===== src/rtl/mc_pkg.sv =====
// Shared definitions for the multi-cycle MIPS-subset datapath.
// Contents: instruction width, opcode/funct constants, FSM state encoding,
// PC source select, ALU control codes, and decode helper functions.
package mc_pkg;

  localparam int INSTR_W = 32;

  localparam logic [5:0] OP_RTYPE = 6'h00;
  localparam logic [5:0] OP_J     = 6'h02;
  localparam logic [5:0] OP_BEQ   = 6'h04;
  localparam logic [5:0] OP_BNE   = 6'h05;
  localparam logic [5:0] OP_ADDI  = 6'h08;
  localparam logic [5:0] OP_LW    = 6'h23;
  localparam logic [5:0] OP_SW    = 6'h2B;
  localparam logic [5:0] OP_HALT  = 6'h3F;

  localparam logic [5:0] F_ADD = 6'h20;
  localparam logic [5:0] F_SUB = 6'h22;
  localparam logic [5:0] F_AND = 6'h24;
  localparam logic [5:0] F_OR  = 6'h25;
  localparam logic [5:0] F_NOR = 6'h27;
  localparam logic [5:0] F_SLT = 6'h2A;

  typedef enum logic [2:0] {
    S_FETCH  = 3'd0,
    S_DECODE = 3'd1,
    S_EXEC   = 3'd2,
    S_MEM    = 3'd3,
    S_WB     = 3'd4,
    S_HALT   = 3'd5
  } state_e;

  typedef enum logic [1:0] {
    PC_PLUS4  = 2'd0,
    PC_JUMP   = 2'd1,
    PC_TARGET = 2'd2
  } pc_src_e;

  typedef enum logic [3:0] {
    ALU_AND = 4'd0,
    ALU_OR  = 4'd1,
    ALU_ADD = 4'd2,
    ALU_SUB = 4'd6,
    ALU_SLT = 4'd7,
    ALU_NOR = 4'd12
  } alu_cntl_e;

  function automatic alu_cntl_e funct_to_alu(input logic [5:0] funct);
    case (funct)
      F_SUB:   return ALU_SUB;
      F_AND:   return ALU_AND;
      F_OR:    return ALU_OR;
      F_NOR:   return ALU_NOR;
      F_SLT:   return ALU_SLT;
      default: return ALU_ADD;
    endcase
  endfunction

  function automatic logic op_supported(input logic [5:0] op, input logic [5:0] funct);
    case (op)
      OP_RTYPE: return funct inside {F_ADD, F_SUB, F_AND, F_OR, F_NOR, F_SLT};
      OP_J, OP_BEQ, OP_BNE, OP_ADDI, OP_LW, OP_SW, OP_HALT: return 1'b1;
      default:  return 1'b0;
    endcase
  endfunction

endpackage


===== src/rtl/alu.sv =====
// 32-bit ALU shared with the single-cycle datapath.
// Ports: a_i, b_i operands; cntl_i operation; result_o result (wraps at 32 bits);
// zero_o set when result_o is zero. slt compares signed.
module alu
  import mc_pkg::*;
(
  input  logic [31:0] a_i,
  input  logic [31:0] b_i,
  input  alu_cntl_e   cntl_i,
  output logic [31:0] result_o,
  output logic        zero_o
);

  always_comb begin
    // NOTE: default assignment before the case so every path drives result_o and no latch is inferred.
    result_o = a_i + b_i;
    case (cntl_i)
      ALU_AND: result_o = a_i & b_i;
      ALU_OR:  result_o = a_i | b_i;
      ALU_SUB: result_o = a_i - b_i;
      ALU_SLT: result_o = {31'd0, $signed(a_i) < $signed(b_i)};
      ALU_NOR: result_o = ~(a_i | b_i);
      default: ;
    endcase
  end

  assign zero_o = (result_o == 32'd0);

endmodule


===== src/rtl/mc_control.sv =====
// Multi-cycle control FSM. State, halted and illegal are registered; datapath
// strobes decode from the current state, the latched opcode/funct and ALU zero.
// Ports: clk_i, rst_i (async, active-high), run_i (0 = hold); op_i/funct_i from IR;
// zero_i from ALU; state_o/halted_o/illegal_o status; remaining outputs are strobes.
module mc_control
  import mc_pkg::*;
(
  input  logic       clk_i,
  input  logic       rst_i,
  input  logic       run_i,
  input  logic [5:0] op_i,
  input  logic [5:0] funct_i,
  input  logic       zero_i,
  output state_e     state_o,
  output logic       halted_o,
  output logic       illegal_o,
  output logic       ir_write_o,
  output logic       pc_write_o,
  output pc_src_e    pc_src_o,
  output logic       reg_write_o,
  output logic       reg_dst_o,      // 1 = rd, 0 = rt
  output logic       mem_to_reg_o,   // 1 = MDR, 0 = ALUOut
  output logic       mem_write_o,
  output logic       alu_out_write_o,
  output alu_cntl_e  alu_cntl_o,
  output logic       alu_src_b_o,    // 1 = sign-extended immediate, 0 = B
  output logic       retire_o
);

  state_e state_q;
  logic   halted_q;
  logic   illegal_q;
  logic   supported;
  logic   pc_write_c;
  logic   take_branch;

  assign supported = op_supported(op_i, funct_i);

  always_ff @(posedge clk_i or posedge rst_i) begin
    if (rst_i) begin
      state_q   <= S_FETCH;
      halted_q  <= 1'b0;
      illegal_q <= 1'b0;
    end else if (run_i) begin
      illegal_q <= (state_q == S_DECODE) && !supported;
      case (state_q)
        S_FETCH:  state_q <= S_DECODE;
        S_DECODE: begin
          if (!supported || op_i == OP_J) begin
            state_q <= S_FETCH;
          end else if (op_i == OP_HALT) begin
            state_q  <= S_HALT;
            halted_q <= 1'b1;
          end else begin
            state_q <= S_EXEC;
          end
        end
        S_EXEC: begin
          case (op_i)
            OP_LW, OP_SW:   state_q <= S_MEM;
            OP_BEQ, OP_BNE: state_q <= S_FETCH;
            default:        state_q <= S_WB;
          endcase
        end
        S_MEM:   state_q <= (op_i == OP_LW) ? S_WB : S_FETCH;
        S_WB:    state_q <= S_FETCH;
        S_HALT:  state_q <= S_HALT;
        default: state_q <= S_FETCH;
      endcase
    end
  end

  always_comb begin
    ir_write_o      = 1'b0;
    pc_write_c      = 1'b0;
    pc_src_o        = PC_PLUS4;
    reg_write_o     = 1'b0;
    reg_dst_o       = 1'b0;
    mem_to_reg_o    = 1'b0;
    mem_write_o     = 1'b0;
    alu_out_write_o = 1'b0;
    alu_cntl_o      = ALU_ADD;
    alu_src_b_o     = 1'b0;
    retire_o        = 1'b0;
    case (state_q)
      S_FETCH: begin
        ir_write_o = 1'b1;
        pc_write_c = 1'b1;
      end
      S_DECODE: begin
        if (supported && op_i == OP_J) begin
          pc_write_c = 1'b1;
          pc_src_o   = PC_JUMP;
          retire_o   = 1'b1;
        end else if (supported && op_i == OP_HALT) begin
          retire_o = 1'b1;
        end
      end
      S_EXEC: begin
        case (op_i)
          OP_RTYPE: begin
            alu_cntl_o      = funct_to_alu(funct_i);
            alu_out_write_o = 1'b1;
          end
          OP_BEQ, OP_BNE: begin
            alu_cntl_o = ALU_SUB;
            pc_src_o   = PC_TARGET;
            retire_o   = 1'b1;
          end
          default: begin
            alu_src_b_o     = 1'b1;
            alu_out_write_o = 1'b1;
          end
        endcase
      end
      S_MEM: begin
        if (op_i == OP_SW) begin
          mem_write_o = 1'b1;
          retire_o    = 1'b1;
        end
      end
      S_WB: begin
        reg_write_o  = 1'b1;
        reg_dst_o    = (op_i == OP_RTYPE);
        mem_to_reg_o = (op_i == OP_LW);
        retire_o     = 1'b1;
      end
      default: ;
    endcase
  end

  // Branch decision kept outside the strobe block: zero_i depends on alu_cntl_o.
  assign take_branch = (state_q == S_EXEC) &&
                       ((op_i == OP_BEQ && zero_i) || (op_i == OP_BNE && !zero_i));
  assign pc_write_o  = pc_write_c | take_branch;

  assign state_o   = state_q;
  assign halted_o  = halted_q;
  assign illegal_o = illegal_q;

endmodule


===== src/rtl/regfile32.sv =====
// 32 x 32-bit register file, two combinational read ports, one write port.
// Ports: clk_i, rst_i (async, active-high); we_i/wa_i/wd_i write; ra1_i/ra2_i
// read addresses; rd1_o/rd2_o read data. Writes to $0 are discarded.
module regfile32 (
  input  logic        clk_i,
  input  logic        rst_i,
  input  logic        we_i,
  input  logic [4:0]  ra1_i,
  input  logic [4:0]  ra2_i,
  input  logic [4:0]  wa_i,
  input  logic [31:0] wd_i,
  output logic [31:0] rd1_o,
  output logic [31:0] rd2_o
);

  logic [31:0] regs_q [32];

  always_ff @(posedge clk_i or posedge rst_i) begin
    if (rst_i) begin
      // NOTE: this storage array is reset because every register must read 0 after reset; data memory is left unreset so it maps onto plain RAM.
      for (int i = 0; i < 32; i++) regs_q[i] <= '0;
    end else if (we_i && wa_i != 5'd0) begin
      // NOTE: non-blocking assignment so all flops sample pre-edge values regardless of block evaluation order.
      regs_q[wa_i] <= wd_i;
    end
  end

  assign rd1_o = regs_q[ra1_i];
  assign rd2_o = regs_q[ra2_i];

endmodule


===== src/rtl/multicycle_datapath.sv =====
// Multi-cycle MIPS-subset processor: FETCH/DECODE/EXEC/MEM/WB with IR, A, B,
// ALUOut, MDR and Target latches. Instruction memory is a ROM built from IMEM_INIT
// (word 0 in the low bits); data memory is an internal unreset RAM.
// Ports: clock, Reset (async, active-high), run (0 = stall everything);
// Dout = ALUOut, PC_out = PC, state = FSM state, halted, illegal (one-cycle pulse),
// instr_count = saturating retired-instruction count.
module multicycle_datapath
  import mc_pkg::*;
#(
  parameter int                            IMEM_WORDS = 64,
  parameter int                            DMEM_WORDS = 64,
  parameter logic [31:0]                   RESET_PC   = 32'h0000_0000,
  parameter int                            CNT_W      = 16,
  parameter logic [IMEM_WORDS*INSTR_W-1:0] IMEM_INIT  = '0
) (
  input  logic             clock,
  input  logic             Reset,
  input  logic             run,
  output logic [31:0]      Dout,
  output logic [31:0]      PC_out,
  output logic [2:0]       state,
  output logic             halted,
  output logic             illegal,
  output logic [CNT_W-1:0] instr_count
);

  localparam int IA_W = $clog2(IMEM_WORDS);
  localparam int DA_W = $clog2(DMEM_WORDS);

  logic [31:0]      pc_q, pc_d, ir_q, a_q, b_q, alu_out_q, mdr_q, target_q;
  logic [CNT_W-1:0] cnt_q;
  logic [31:0]      imem [IMEM_WORDS];
  logic [31:0]      dmem_q [DMEM_WORDS];
  logic [IA_W-1:0]  imem_idx;
  logic [DA_W-1:0]  dmem_idx;
  logic [31:0]      imm_sext, alu_b, alu_res, rf_rd1, rf_rd2, rf_wd;
  logic [4:0]       rf_wa;
  logic             alu_zero;
  logic             unused_shamt;

  state_e    state_w;
  pc_src_e   pc_src;
  alu_cntl_e alu_cntl;
  logic      ir_write, pc_write, reg_write, reg_dst, mem_to_reg, mem_write;
  logic      alu_out_write, alu_src_b, retire;

  always_comb begin
    for (int i = 0; i < IMEM_WORDS; i++) imem[i] = IMEM_INIT[i*INSTR_W +: INSTR_W];
  end

  // Byte-address bits [1:0] are dropped; upper bits wrap modulo the memory depth.
  assign imem_idx     = pc_q[IA_W+1:2];
  assign dmem_idx     = alu_out_q[DA_W+1:2];
  assign imm_sext     = {{16{ir_q[15]}}, ir_q[15:0]};
  assign alu_b        = alu_src_b ? imm_sext : b_q;
  assign rf_wa        = reg_dst ? ir_q[15:11] : ir_q[20:16];
  assign rf_wd        = mem_to_reg ? mdr_q : alu_out_q;
  assign unused_shamt = ^ir_q[10:6];

  always_comb begin
    pc_d = pc_q + 32'd4;
    case (pc_src)
      PC_JUMP:   pc_d = {pc_q[31:28], ir_q[25:0], 2'b00};
      PC_TARGET: pc_d = target_q;
      default:   ;
    endcase
  end

  mc_control u_ctrl (
    .clk_i           (clock),
    .rst_i           (Reset),
    .run_i           (run),
    .op_i            (ir_q[31:26]),
    .funct_i         (ir_q[5:0]),
    .zero_i          (alu_zero),
    .state_o         (state_w),
    .halted_o        (halted),
    .illegal_o       (illegal),
    .ir_write_o      (ir_write),
    .pc_write_o      (pc_write),
    .pc_src_o        (pc_src),
    .reg_write_o     (reg_write),
    .reg_dst_o       (reg_dst),
    .mem_to_reg_o    (mem_to_reg),
    .mem_write_o     (mem_write),
    .alu_out_write_o (alu_out_write),
    .alu_cntl_o      (alu_cntl),
    .alu_src_b_o     (alu_src_b),
    .retire_o        (retire)
  );

  alu u_alu (
    .a_i      (a_q),
    .b_i      (alu_b),
    .cntl_i   (alu_cntl),
    .result_o (alu_res),
    .zero_o   (alu_zero)
  );

  regfile32 u_rf (
    .clk_i (clock),
    .rst_i (Reset),
    .we_i  (reg_write && run),
    .ra1_i (ir_q[25:21]),
    .ra2_i (ir_q[20:16]),
    .wa_i  (rf_wa),
    .wd_i  (rf_wd),
    .rd1_o (rf_rd1),
    .rd2_o (rf_rd2)
  );

  always_ff @(posedge clock or posedge Reset) begin
    if (Reset) begin
      pc_q      <= RESET_PC;
      ir_q      <= '0;
      a_q       <= '0;
      b_q       <= '0;
      alu_out_q <= '0;
      mdr_q     <= '0;
      target_q  <= '0;
      cnt_q     <= '0;
    end else if (run) begin
      if (ir_write) ir_q <= imem[imem_idx];
      if (pc_write) pc_q <= pc_d;
      if (state_w == S_DECODE) begin
        a_q      <= rf_rd1;
        b_q      <= rf_rd2;
        // pc_q already holds PC+4 here.
        target_q <= pc_q + {imm_sext[29:0], 2'b00};
      end
      if (alu_out_write)    alu_out_q <= alu_res;
      if (state_w == S_MEM) mdr_q     <= dmem_q[dmem_idx];
      if (retire && cnt_q != '1) cnt_q <= cnt_q + CNT_W'(1);
    end
  end

  always_ff @(posedge clock) begin
    if (run && mem_write) dmem_q[dmem_idx] <= b_q;
  end

  assign Dout        = alu_out_q;
  assign PC_out      = pc_q;
  assign state       = state_w;
  assign instr_count = cnt_q;

endmodule

===== config.mk =====
export PLATFORM = sky130hd
export DESIGN_NAME = multicycle_datapath
export DESIGN_NICKNAME = d
export VERILOG_FILES = /design/src/rtl/mc_pkg.sv /design/src/rtl/alu.sv /design/src/rtl/mc_control.sv /design/src/rtl/regfile32.sv /design/src/rtl/multicycle_datapath.sv
export SDC_FILE = /design/constraint.sdc
export NUM_CORES = 1
export LEC_CHECK = 0
export ABC_CLOCK_PERIOD_IN_PS = 1870
export BUFFER_PORTS_ARGS = -buffer_cell sky130_fd_sc_hd__buf_4
export CAP_MARGIN = 20
export CORE_MARGIN = 8
export CORE_UTILIZATION = 40
export DETAILED_ROUTE_END_ITERATION = 8
export PLACE_DENSITY_LB_ADDON = 0.25
export SYNTH_ARGS = -nofsm -noshare
export SYNTH_HDL_FRONTEND = slang
export SYNTH_SLANG_ARGS = --single-unit

===== constraint.sdc =====
create_clock -name clock -period 1.87 [get_ports clock]
set_clock_uncertainty 0.2 [all_clocks]
set_input_delay 0.2805 -clock clock [delete_from_list [all_inputs] [get_ports clock]]
set_output_delay 0.2805 -clock clock [all_outputs]
set_load 0.02 [all_outputs]

* Word level (Yosys, flattened, before mapping)
Memories as Yosys holds them, arrays and structs flattened. A register that Yosys moved wholly into a read port is not among the register bits.
Cells that the tools add are included.
** Storage, ports and cells
- Memories kept :: 2
- Word-level logic and storage cells :: 166
- Output and inout port bits :: 85
- RAM bits :: 2048
- Input bits :: 3
- Memory bits (read-only) :: 2048
- Register bits :: 1205
** Memory list
- (name not given) :: words 64, bits a word 32, rd ports 1, clocked after memory_dff 1, wr ports 0, RTL line multicycle_datapath.sv:123 : if (ir_write) ir_q <= imem[imem_idx];
- dmem_q :: words 64, bits a word 32, rd ports 1, clocked after memory_dff 1, wr ports 1, RTL line multicycle_datapath.sv:33 : logic [31:0] dmem_q [DMEM_WORDS];
** Operators by class
- Reductions and logical operators :: 33
- Muxes and demuxes :: 44
- Bitwise operators :: 10
- Order comparisons :: 5
- $add $sub $neg :: 5
- Eq/ne operators :: 25
** Operators with widths (number)
- 1024-bit bitwise mux :: 1
- 32-bit binary-select mux with 5-bit select :: 2
- 32-bit two-way mux :: 7
- 32-bit demux with 5-bit select :: 1
- 32-bit one-hot mux with 5 select lines :: 1
- 32-bit adder :: 2
- 32-bit one-hot mux with 2 select lines :: 1
- 6-bit == test, second input constant :: 9
- 32-bit by 3-bit adder with 32-bit output, second input constant :: 1
- 32-bit AND :: 1
- 32-bit logical NOT :: 1
- 32-bit less-than comparator :: 1
- 32-bit inverter :: 1
- 32-bit OR :: 1
- 32-bit subtractor :: 1
- 4-bit one-hot mux with 5 select lines :: 1
- 6-bit greater-or-equal comparator, second input constant :: 3
- 5-bit inverter with 6-bit output :: 3
- 1-bit two-way mux :: 17
- 16-bit by 1-bit adder with 16-bit output, second input constant :: 1
- 16-bit != test, second input constant :: 1
- 3-bit one-hot mux with 5 select lines :: 1
- 6-bit by 3-bit == test with 1-bit output, second input constant :: 2
- 2-bit AND reduction :: 6
- other kinds (36) :: 56

* Depth between registers and ports, before layout
Gate-level depths: netlist of run 1.
- Word-level depth :: 15
- Mapped depth :: 7
- Gate-level depth less buffers :: 6

* By module
From an unflattened synthesis of run 1, not the netlist that was laid out.
** Second synthesis, totals
- Cells, all modules :: 10416
- Area, all modules :: 150755.8 µm²
** Modules (own cells, without submodules)
- multicycle_datapath :: sequential area each 66704.0 µm², cells each 4831, area an instance 88095.7 µm², instances 1
- regfile32 :: sequential area each 25624.6 µm², cells each 4602, area an instance 55951.2 µm², instances 1
- alu :: sequential area each 0.0 µm², cells each 891, area an instance 6028.3 µm², instances 1
- mc_control :: sequential area each 125.1 µm², cells each 92, area an instance 680.7 µm², instances 1

* Worst setup path after synthesis of run 1
No wires, ideal clock.
- Path type :: register to register
- Start point :: register u_ctrl.state_q[0], in the netlist u_ctrl.state_o[0]
- End point :: register pc_q[18], in the netlist PC_out[18]
- Data arrival time :: 1678 ps
- Buffers on the path :: 0
- Setup slack :: -138 ps
- Library setup time :: 130 ps
- Clock period less this slack :: 2008 ps
- Stages on the path, launching flop included :: 7
- Data required time :: 1540 ps
- Cell sequence :: dfrtp_1 inv_1 ha_1 nand3_4 nor4_4 nand4_1 xnor2_1
** Between the ends
- Word-level cells in the longest chain between the ends :: 13
- Elaborated cells on any way between the ends :: 31
- Those cells by class :: add/sub (2); order compare (1); eq/ne (8); mux (7); bitwise (4); reduce/logical (9)
** Ends and longest elaborated chain
- start: declaration :: RTL line mc_control.sv:30 : state_e state_q;
- start signal: assignment :: RTL line mc_control.sv:65 : S_MEM: state_q <= (op_i == OP_LW) ? S_WB : S_FETCH;
- branches (longest 13 deep; another with 32-bit adder)
- end signal: assignment :: RTL line multicycle_datapath.sv:124 : if (pc_write) pc_q <= pc_d;
- end: declaration :: RTL line multicycle_datapath.sv:30 : logic [31:0] pc_q, pc_d, ir_q, a_q, b_q, alu_out_q, mdr_q, target_q;
Parallel ways; which one is timed is not known.
A chain may end at the register's enable or synchronous reset.

* Final worst setup path of run 1
- Start point :: register u_ctrl.state_q[0], in the netlist u_ctrl.state_o[0]
- End point :: register cnt_q[10], in the netlist instr_count[10]
** Between the ends
- Word-level cells in the longest chain between the ends :: 4
- Elaborated cells on any way between the ends :: 7
- Those cells by class :: eq/ne (4); mux (1); reduce/logical (2)
** Ends and longest elaborated chain
- 3-bit == test, or another cell as far along :: RTL line mc_control.sv:85 : case (state_q)
- 1-bit one-hot mux with 4 select lines * :: RTL line mc_control.sv:85
- 1-bit logical AND * :: RTL line multicycle_datapath.sv:133 : if (retire && cnt_q != '1) cnt_q <= cnt_q + CNT_W'(1);
- 2-bit AND reduction (no source line) *
- end signal: assignment :: RTL line multicycle_datapath.sv:133
- end: declaration :: RTL line multicycle_datapath.sv:31 : logic [CNT_W-1:0] cnt_q;
Every way passes the cells marked *; elsewhere a longest branch is shown, timed or not.

==> summary.md, run 1 <==
| Metric | Value |
|---|---|
| Via-to-Cell Ratio | `roughly 4.9` |
| Vias in the first global route | `2003` |
| Synthesized area | `2653 um2` |
| Highest fanout seen on the critical path | `4` |
| DRT Wirelength | `around 5600 um` |
| Clock share of power | `26.4%` |
| Crit-path cells | `inv_2 -> ha_2 -> buf_4 -> nand2_1 -> nor3_2 -> nand3_1 -> mux2_2` |
| Synth Area in Simple Gates | `19.95%` |
| Switch share | `between 30% and 40%` |
| Power share of the sequential group | `50.9%` |
| Initial Util | `41.54%` |
| Comb pwr share | `22.7%` |
| Fin. Hold Viols | `0` |
| Max-capacitance violation count | `0` |
| CTS tree | `yes` |
| Gr ovfl total | `0` |
| RR Startpoint | `u_ctrl.state_o[0]` |
| Synth area leaders | `dfrtp_1 (46%), buf_4 (10%), xnor2_1 (9.9%), nand4_1 (5.2%), ha_1 (2.8%)` |
| Area Overhead vs Synth | `25.42%` |
| Max Slew Vio Count | `0` |
| Die width | `a little under 100 um` |
| Reg2reg path depth | `7` |
| H-tree depth | `2` |
| Via count | `1959` |
| Kind of critical path | `flop to flop` |
| Crit share post-route | `94.70%` |
| Core area | `6386 um2` |
| Final non-filler cell area | `3327 um2` |
| GRT Overall Usage | `12.16%` |
| CTS Buf Count | `5` |
| Fin Setup TNS | `0 ps` |
| Post-Synth Adder-Cell Area | `2.830%` |
| Die H | `between 90 and 100 um` |
| Worst path max stage delay | `420 ps` |
| Mean post-synth cell area | `10.74 um2` |
| Tmin final | `roughly 1800 ps` |
| Register area share after synthesis | `~46%` |
| Min-delay src | `run` |
| Post-Syn Instances | `247` |
| GP Congestion | `between 0.8 and 0.9` |
| Synth warn | `0` |
| Status | `finished clean` |
| Mux cell area share after synthesis | `2.500%` |
| Worst Hold Endpoint | `u_ctrl.state_o[0]` |
| CP Capture Type | `flop` |
| Commonest cells after routing, fill and taps aside | `buf_4 (72), dfrtp_1 (46), conb_1 (36), xnor2_1 (30), nand4_1 (22)` |
| Reg2reg end | `instr_count[10]` |
| CP required | `1850 ps` |
| Commonest non-fill, non-tap cell in the layout | `buf_4` |
| Compound-Gate Fraction of Synth Area | `4.151%` |
| Cell taking the most area after synthesis | `dfrtp_1` |
| Post-synth ARST share | `100.0%` |
| Worst R2R Setup Slack | `100 ps` |
| Antenna diode count | `0` |
| F_max | `around 0.56 GHz` |
| IO buf count | `51` |
| Number of synthesized flops with an enable pin | `0` |
| Endpoints failing setup | `0` |
| Root Buffer | `clkbuf_8` |
| Top Ports | `between 80 and 90` |
| Clock slew at reported path FFs | `90 ps` |
| WL/cell | `around 14 um` |
| Fin cells | `403` |
| CP max-delay cell | `dfrtp_2` |
| CP Launch Type | `flop` |
| # rows | `29` |
| Yosys top cell area share | `about 46%` |
| Dpl hpwl | `approximately 4300 um` |
| Largest net degree at the start of global routing | `36` |
| Main synth FF type | `dfrtp_1` |
| Initial antenna violation count | `0` |
| WP data arrival | `1750 ps` |
| Clock Latency Late Sink | `300 ps` |
| RSZ-0062 raised after global routing | `true` |
| Library cells used by synthesis | `36` |
| XOR/XNOR share of the synthesized area | `12.22%` |
| Flops & latches, synth | `49` |
| Clock Sinks | `49` |
| Filler cells | `590` |
| Share of cells above drive strength 1 | `32.82%` |
| Die Area | `approximately 9500 um2` |
| Worst min-delay path class | `primary input to flop` |
| Int Pwr | `1.669 mW` |
| Lkg Pwr | `1.637 nW` |
| Maximum vdd drop | `between 0.0005 and 0.0006 V` |
| Pwr Density | `729.0 nW/um2` |
| Detailed Route Iter0 Violations | `between 70 and 80` |
| Switch Pwr | `~0.76 mW` |
| Placed insts | `391` |
| Nets | `334` |
| Post-route ant nets | `0` |
| First-pass GRT wire length | `around 9900 um` |
| Largest family of logic cells by synthesized area | `simple AND/OR/NAND/NOR gates` |
| Placed instance area | `3162 um2` |
| Worst hold stages | `2` |
| First drt pass iteration count | `4` |
| Clock Path Buffers | `2` |
| DRC viols | `0` |
-- sequential cells by signal, summed over array words and instances, names as in the netlist --
name	cells
PC_out	30
u_ctrl.state_o	2
u_ctrl.illegal_o	1
instr_count	16
-- cell usage after synthesis, types with 2 or more instances --
cell	n
nor2_1	12
a21oi_1	5
and4_1	3
nand3_1	14
buf_4	36
and2_1	3
xor2_1	7
dfrtp_1	49
inv_1	6
nor4_4	2
buf_2	2
ha_1	6
or2_2	2
xnor2_1	30
o21ai_0	2
and3_1	9
nand2_1	15
mux2_2	5
nand4_1	22
-- worst max path at each step --
stage / slack [ps] / cells past startpoint / start / to
6_report: 100 / 7 / u_ctrl.state_o[0] / instr_count[10]
5_1_grt: -20 / 7 / u_ctrl.state_o[0] / instr_count[10]
4_1_cts: 0.09 / 6 / u_ctrl.state_o[0] / instr_count[9]
3_5_place_dp: 30 / 6 / u_ctrl.state_o[0] / instr_count[9]
3_3_place_gp: 70 / 6 / u_ctrl.state_o[0] / instr_count[9]
2_1_floorplan: 3 / 6 / u_ctrl.state_o[2] / PC_out[18]
-- critical path: cells and delay by family (launching register included) --
family	cells	cell delay [ps]
buffers and inverters	2	180
adder cells (fa/ha/maj)	1	180
flip-flops	1	420
AND/OR/NAND/NOR	3	400
multiplexers	1	270
-- repair_timing --
action / 4_1_cts / 5_1_grt
endpoints found under the hold margin: 14 / 0
resized for setup: 0 / 9
setup endpoints to repair: 0 / 27
buffers inserted: 0 / 3
hold buffers: 1 / 0
-- per-stage QoR --
step | worst slack, ps | hold slack [ps] | util, % | total power [mW]
detailed placement | 34.84 | 74.00 | 49.51 | 1.786
global placement | 65.04 | 75.40 | 49.51 | 1.778
CTS | 0.08904 | 34.17 | 51.14 | 2.445
finish | 99.12 | 53.43 | 52.10 | 2.425
floorplan | 2.884 | 288.5 | - | 1.629
global route | -15.40 | 38.74 | 52.10 | 2.584
-- layout make-up --
class | count | area (um2) | area share (%)
Timing Repair Buffer | 76 | 601.8 | 18.09
Multi-Input combinational cell | 187 | 1282 | 38.55
Clock inverter | 1 | 7.507 | 0.2256
Sequential cell | 49 | 1230 | 36.97
Inverter | 6 | 22.52 | 0.6769
Tap cell | 77 | 96.34 | 2.896
Clock buffer | 7 | 86.33 | 2.595
-- per-layer routing --
layer / global-route usage [%] / share of wire [%] / vias to the layer above
met1: 14.84 / 44 / 940
met2: 19.24 / 48 / 70
met4: 4.196 / 1.4 / 0
met5: 0 / 0 / -
li1: - / - / 943
met3: 4.410 / 7.5 / 6
-- power by group through the flow --
| stage | clock, mW | combinational (mW) | sequential [mW] |
|---|---|---|---|
| 2_1_floorplan | 0 | 0.284 | 1.35 |
| 3_3_place_gp | 0 | 0.532 | 1.25 |
| 3_5_place_dp | 0 | 0.541 | 1.24 |
| 4_1_cts | 0.675 | 0.543 | 1.23 |
| 5_1_grt | 0.724 | 0.612 | 1.25 |
| 6_report | 0.641 | 0.551 | 1.23 |
-- cell families after synthesis --
group | count (synthesis)
adder cells (fa/ha/maj) | 6
buffers and inverters | 46
other | 1
XOR/XNOR | 37
AND/OR/NAND/NOR | 88
AO/OA/AOI/OAI | 14
multiplexers | 6
flip-flops | 49
Note: power is estimated with default switching activity, not from simulation.
==> run 2: changes to the inputs <==
Settings changed: CORE_UTILIZATION 40 to 46.
==> summary.md, run 2 (synthesis results as in run 1) <==
| Metric | Value |
|---|---|
| F_max | `0.5576 GHz (-1.3%)` |
| GP Congestion | `0.7938 (-8.1%)` |
| Root Buffer | `clkbuf_8` |
| Reg2reg end | `PC_out[9]` |
| Initial Util | `47.88% (+6.3 points)` |
| Post-route ant nets | `0 (unchanged)` |
| CP required | `1860 ps (about the same)` |
| Worst min-delay path class | `primary input to flop` |
| Share of cells above drive strength 1 | `33.64% (+0.82 points)` |
| Area Overhead vs Synth | `24.48%` |
| Fin. Hold Viols | `0 (unchanged)` |
| CP Capture Type | `flop` |
| Core area | `5540 um2 (-13%)` |
| Final non-filler cell area | `3302 um2 (-0.75%)` |
| RR Startpoint | `u_ctrl.state_o[2]` |
| Min Hold Slack | `58.37 ps (+4.936 ps)` |
| Nets | `335 (+0.30%)` |
| Initial antenna violation count | `0 (unchanged)` |
| # rows | `27 (-6.9%)` |
| Die width | `91.94 um (-5.6%)` |
| CP startpoint | `u_ctrl.state_o[2]` |
| Top Ports | `88 (unchanged)` |
| WP data arrival | `1780 ps (+30 ps)` |
| Max Slew Vio Count | `0 (unchanged)` |
| Pwr Density | `725.4 nW/um2 (-0.49%)` |
| Endpoints failing setup | `0 (unchanged)` |
| Clock Path Buffers | `2 (unchanged)` |
| Total chip power | `2.395 mW (-1.2%)` |
| Via-to-Cell Ratio | `4.897 (+0.74%)` |
| Max FFs per register | `30 (unchanged)` |
| Largest net degree at the start of global routing | `50 (+39%)` |
| Placed instance area | `3120 um2 (-1.3%)` |
| Placed insts | `383 (-2.0%)` |
| Clock slew at reported path FFs | `90 ps (about the same)` |
| GRT Overall Usage | `13.08% (+0.92 points)` |
| Lkg Pwr | `1.640 nW (+0.23%)` |
| Reg2reg path depth | `8 (+1)` |
| Maximum vdd drop | `0.0007442 V (+25%)` |
| First drt pass iteration count | `4 (unchanged)` |
| Worst path max stage delay | `430 ps (about the same)` |
| DRC viols | `0 (unchanged)` |
| CP dominant cell by count | `buf_4` |
| Die Area | `8452 um2 (-11%)` |
| Vias in the first global route | `1975 (-1.4%)` |
| DRT Wirelength | `5634 um (-0.11%)` |
| Commonest cells after routing, fill and taps aside | `buf_4 (74), dfrtp_1 (45), conb_1 (36), xnor2_1 (30), nand4_1 (22)` |
| Kind of critical path | `flop to flop` |
| Fin Setup TNS | `0 ps (unchanged)` |
| Setup ws final | `76.63 ps (-22.49 ps)` |
| Dpl hpwl | `4105 um (-4.3%)` |
| Via count | `1954 (-0.26%)` |
| Gr ovfl total | `0 (unchanged)` |
| CTS Buf Count | `5 (unchanged)` |
| Die H | `91.94 um (-5.6%)` |
| Crit-path cells | `inv_2 -> ha_4 -> buf_4 -> nand2_1 -> nor2_1 -> buf_4 -> nand4_1 -> xnor2_1` |
| Max-capacitance violation count | `0 (unchanged)` |
| Tmin final | `1793 ps (+22.49 ps)` |
| CP max-delay cell | `dfrtp_1` |
| CP endpoint | `PC_out[9]` |
| Clock Sinks | `49 (unchanged)` |
| Crit share post-route | `95.90% (+1.2 points)` |
| RSZ-0062 raised after global routing | `true` |
| Final core area utilization | `59.60% (+7.5 points)` |
| First-pass GRT wire length | `9315 um (-5.5%)` |
| CP Launch Type | `flop` |
| Antenna diode count | `0 (unchanged)` |
| Commonest non-fill, non-tap cell in the layout | `buf_4` |
| IO buf count | `51 (unchanged)` |
| H-tree depth | `2 (unchanged)` |
| Detailed Route Iter0 Violations | `89 (+25%)` |
| Clock Latency Late Sink | `300 ps (about the same)` |
| WL/cell | `14.12 um (+0.90%)` |
| Fin cells | `399 (-0.99%)` |
| Worst R2R Setup Slack | `80 ps (-20 ps)` |
| Setup slack after placement | `16.26 ps (-18.58 ps)` |
| Highest fanout seen on the critical path | `12 (+8)` |
| Status | `finished clean` |
| CTS tree | `yes` |
-- run 2: area by class of cell --
cell class,instances,area (um2)
well taps,72,90.09
multi-input cells,187,1270
inverters,6,22.52
flip-flops and latches,49,1231
fillers,497,2238
clock inverters,3,22.52
clock buffers,5,68.82
repair buffers,77,596.8
-- run 2: where the power goes --
group / internal (mW) / switching, mW / total, mW
registers: 1.14 / 0.0986 / 1.24
logic: 0.216 / 0.310 / 0.527
clock network: 0.266 / 0.364 / 0.630
-- run 2: what timing repair did --
item | in CTS | in global routing
setup buffers | 0 | 6
gates resized for setup | 1 | 9
cloned | 0 | 1
hold buffers | 1 | 0
hold endpoints to repair | 49 | 0
pin swaps | 0 | 8
setup endpoints to repair | 1 | 24
-- run 2: per-layer routing --
| layer | vias to the layer above | GRT usage, % | routed length (um) |
|---|---|---|---|
| met1 | 935 | 15.24 | 2401 |
| met4 | 0 | 4.027 | 51 |
| met5 | - | 0 | 0 |
| li1 | 946 | - | - |
| met3 | 5 | 4.238 | 440 |
| met2 | 68 | 22.29 | 2741 |
-- run 2: worst min path at each step --
stage | startpoint | endpoint | slack [ps] | cells after the start
final | run | u_ctrl.state_o[0] | 60 | 2
after global routing | run | u_ctrl.state_o[0] | 60 | 2
after CTS | run | u_ctrl.state_o[0] | 60 | 2
after detailed placement | Reset | PC_out[19] | 160 | 3
after global placement | Reset | PC_out[21] | 150 | 3
after floorplan | run | u_ctrl.state_o[0] | 290 | 2
-- run 2: worst max-delay path: cells and delay by family (launching register included) --
| family | cells | cell delay, ps |
|---|---|---|
| xor gates and xnor gates | 1 | 150 |
| DFF | 1 | 430 |
| buffers and inverters | 3 | 420 |
| adders and majority gates | 1 | 150 |
| and+or+nand+nor | 3 | 350 |
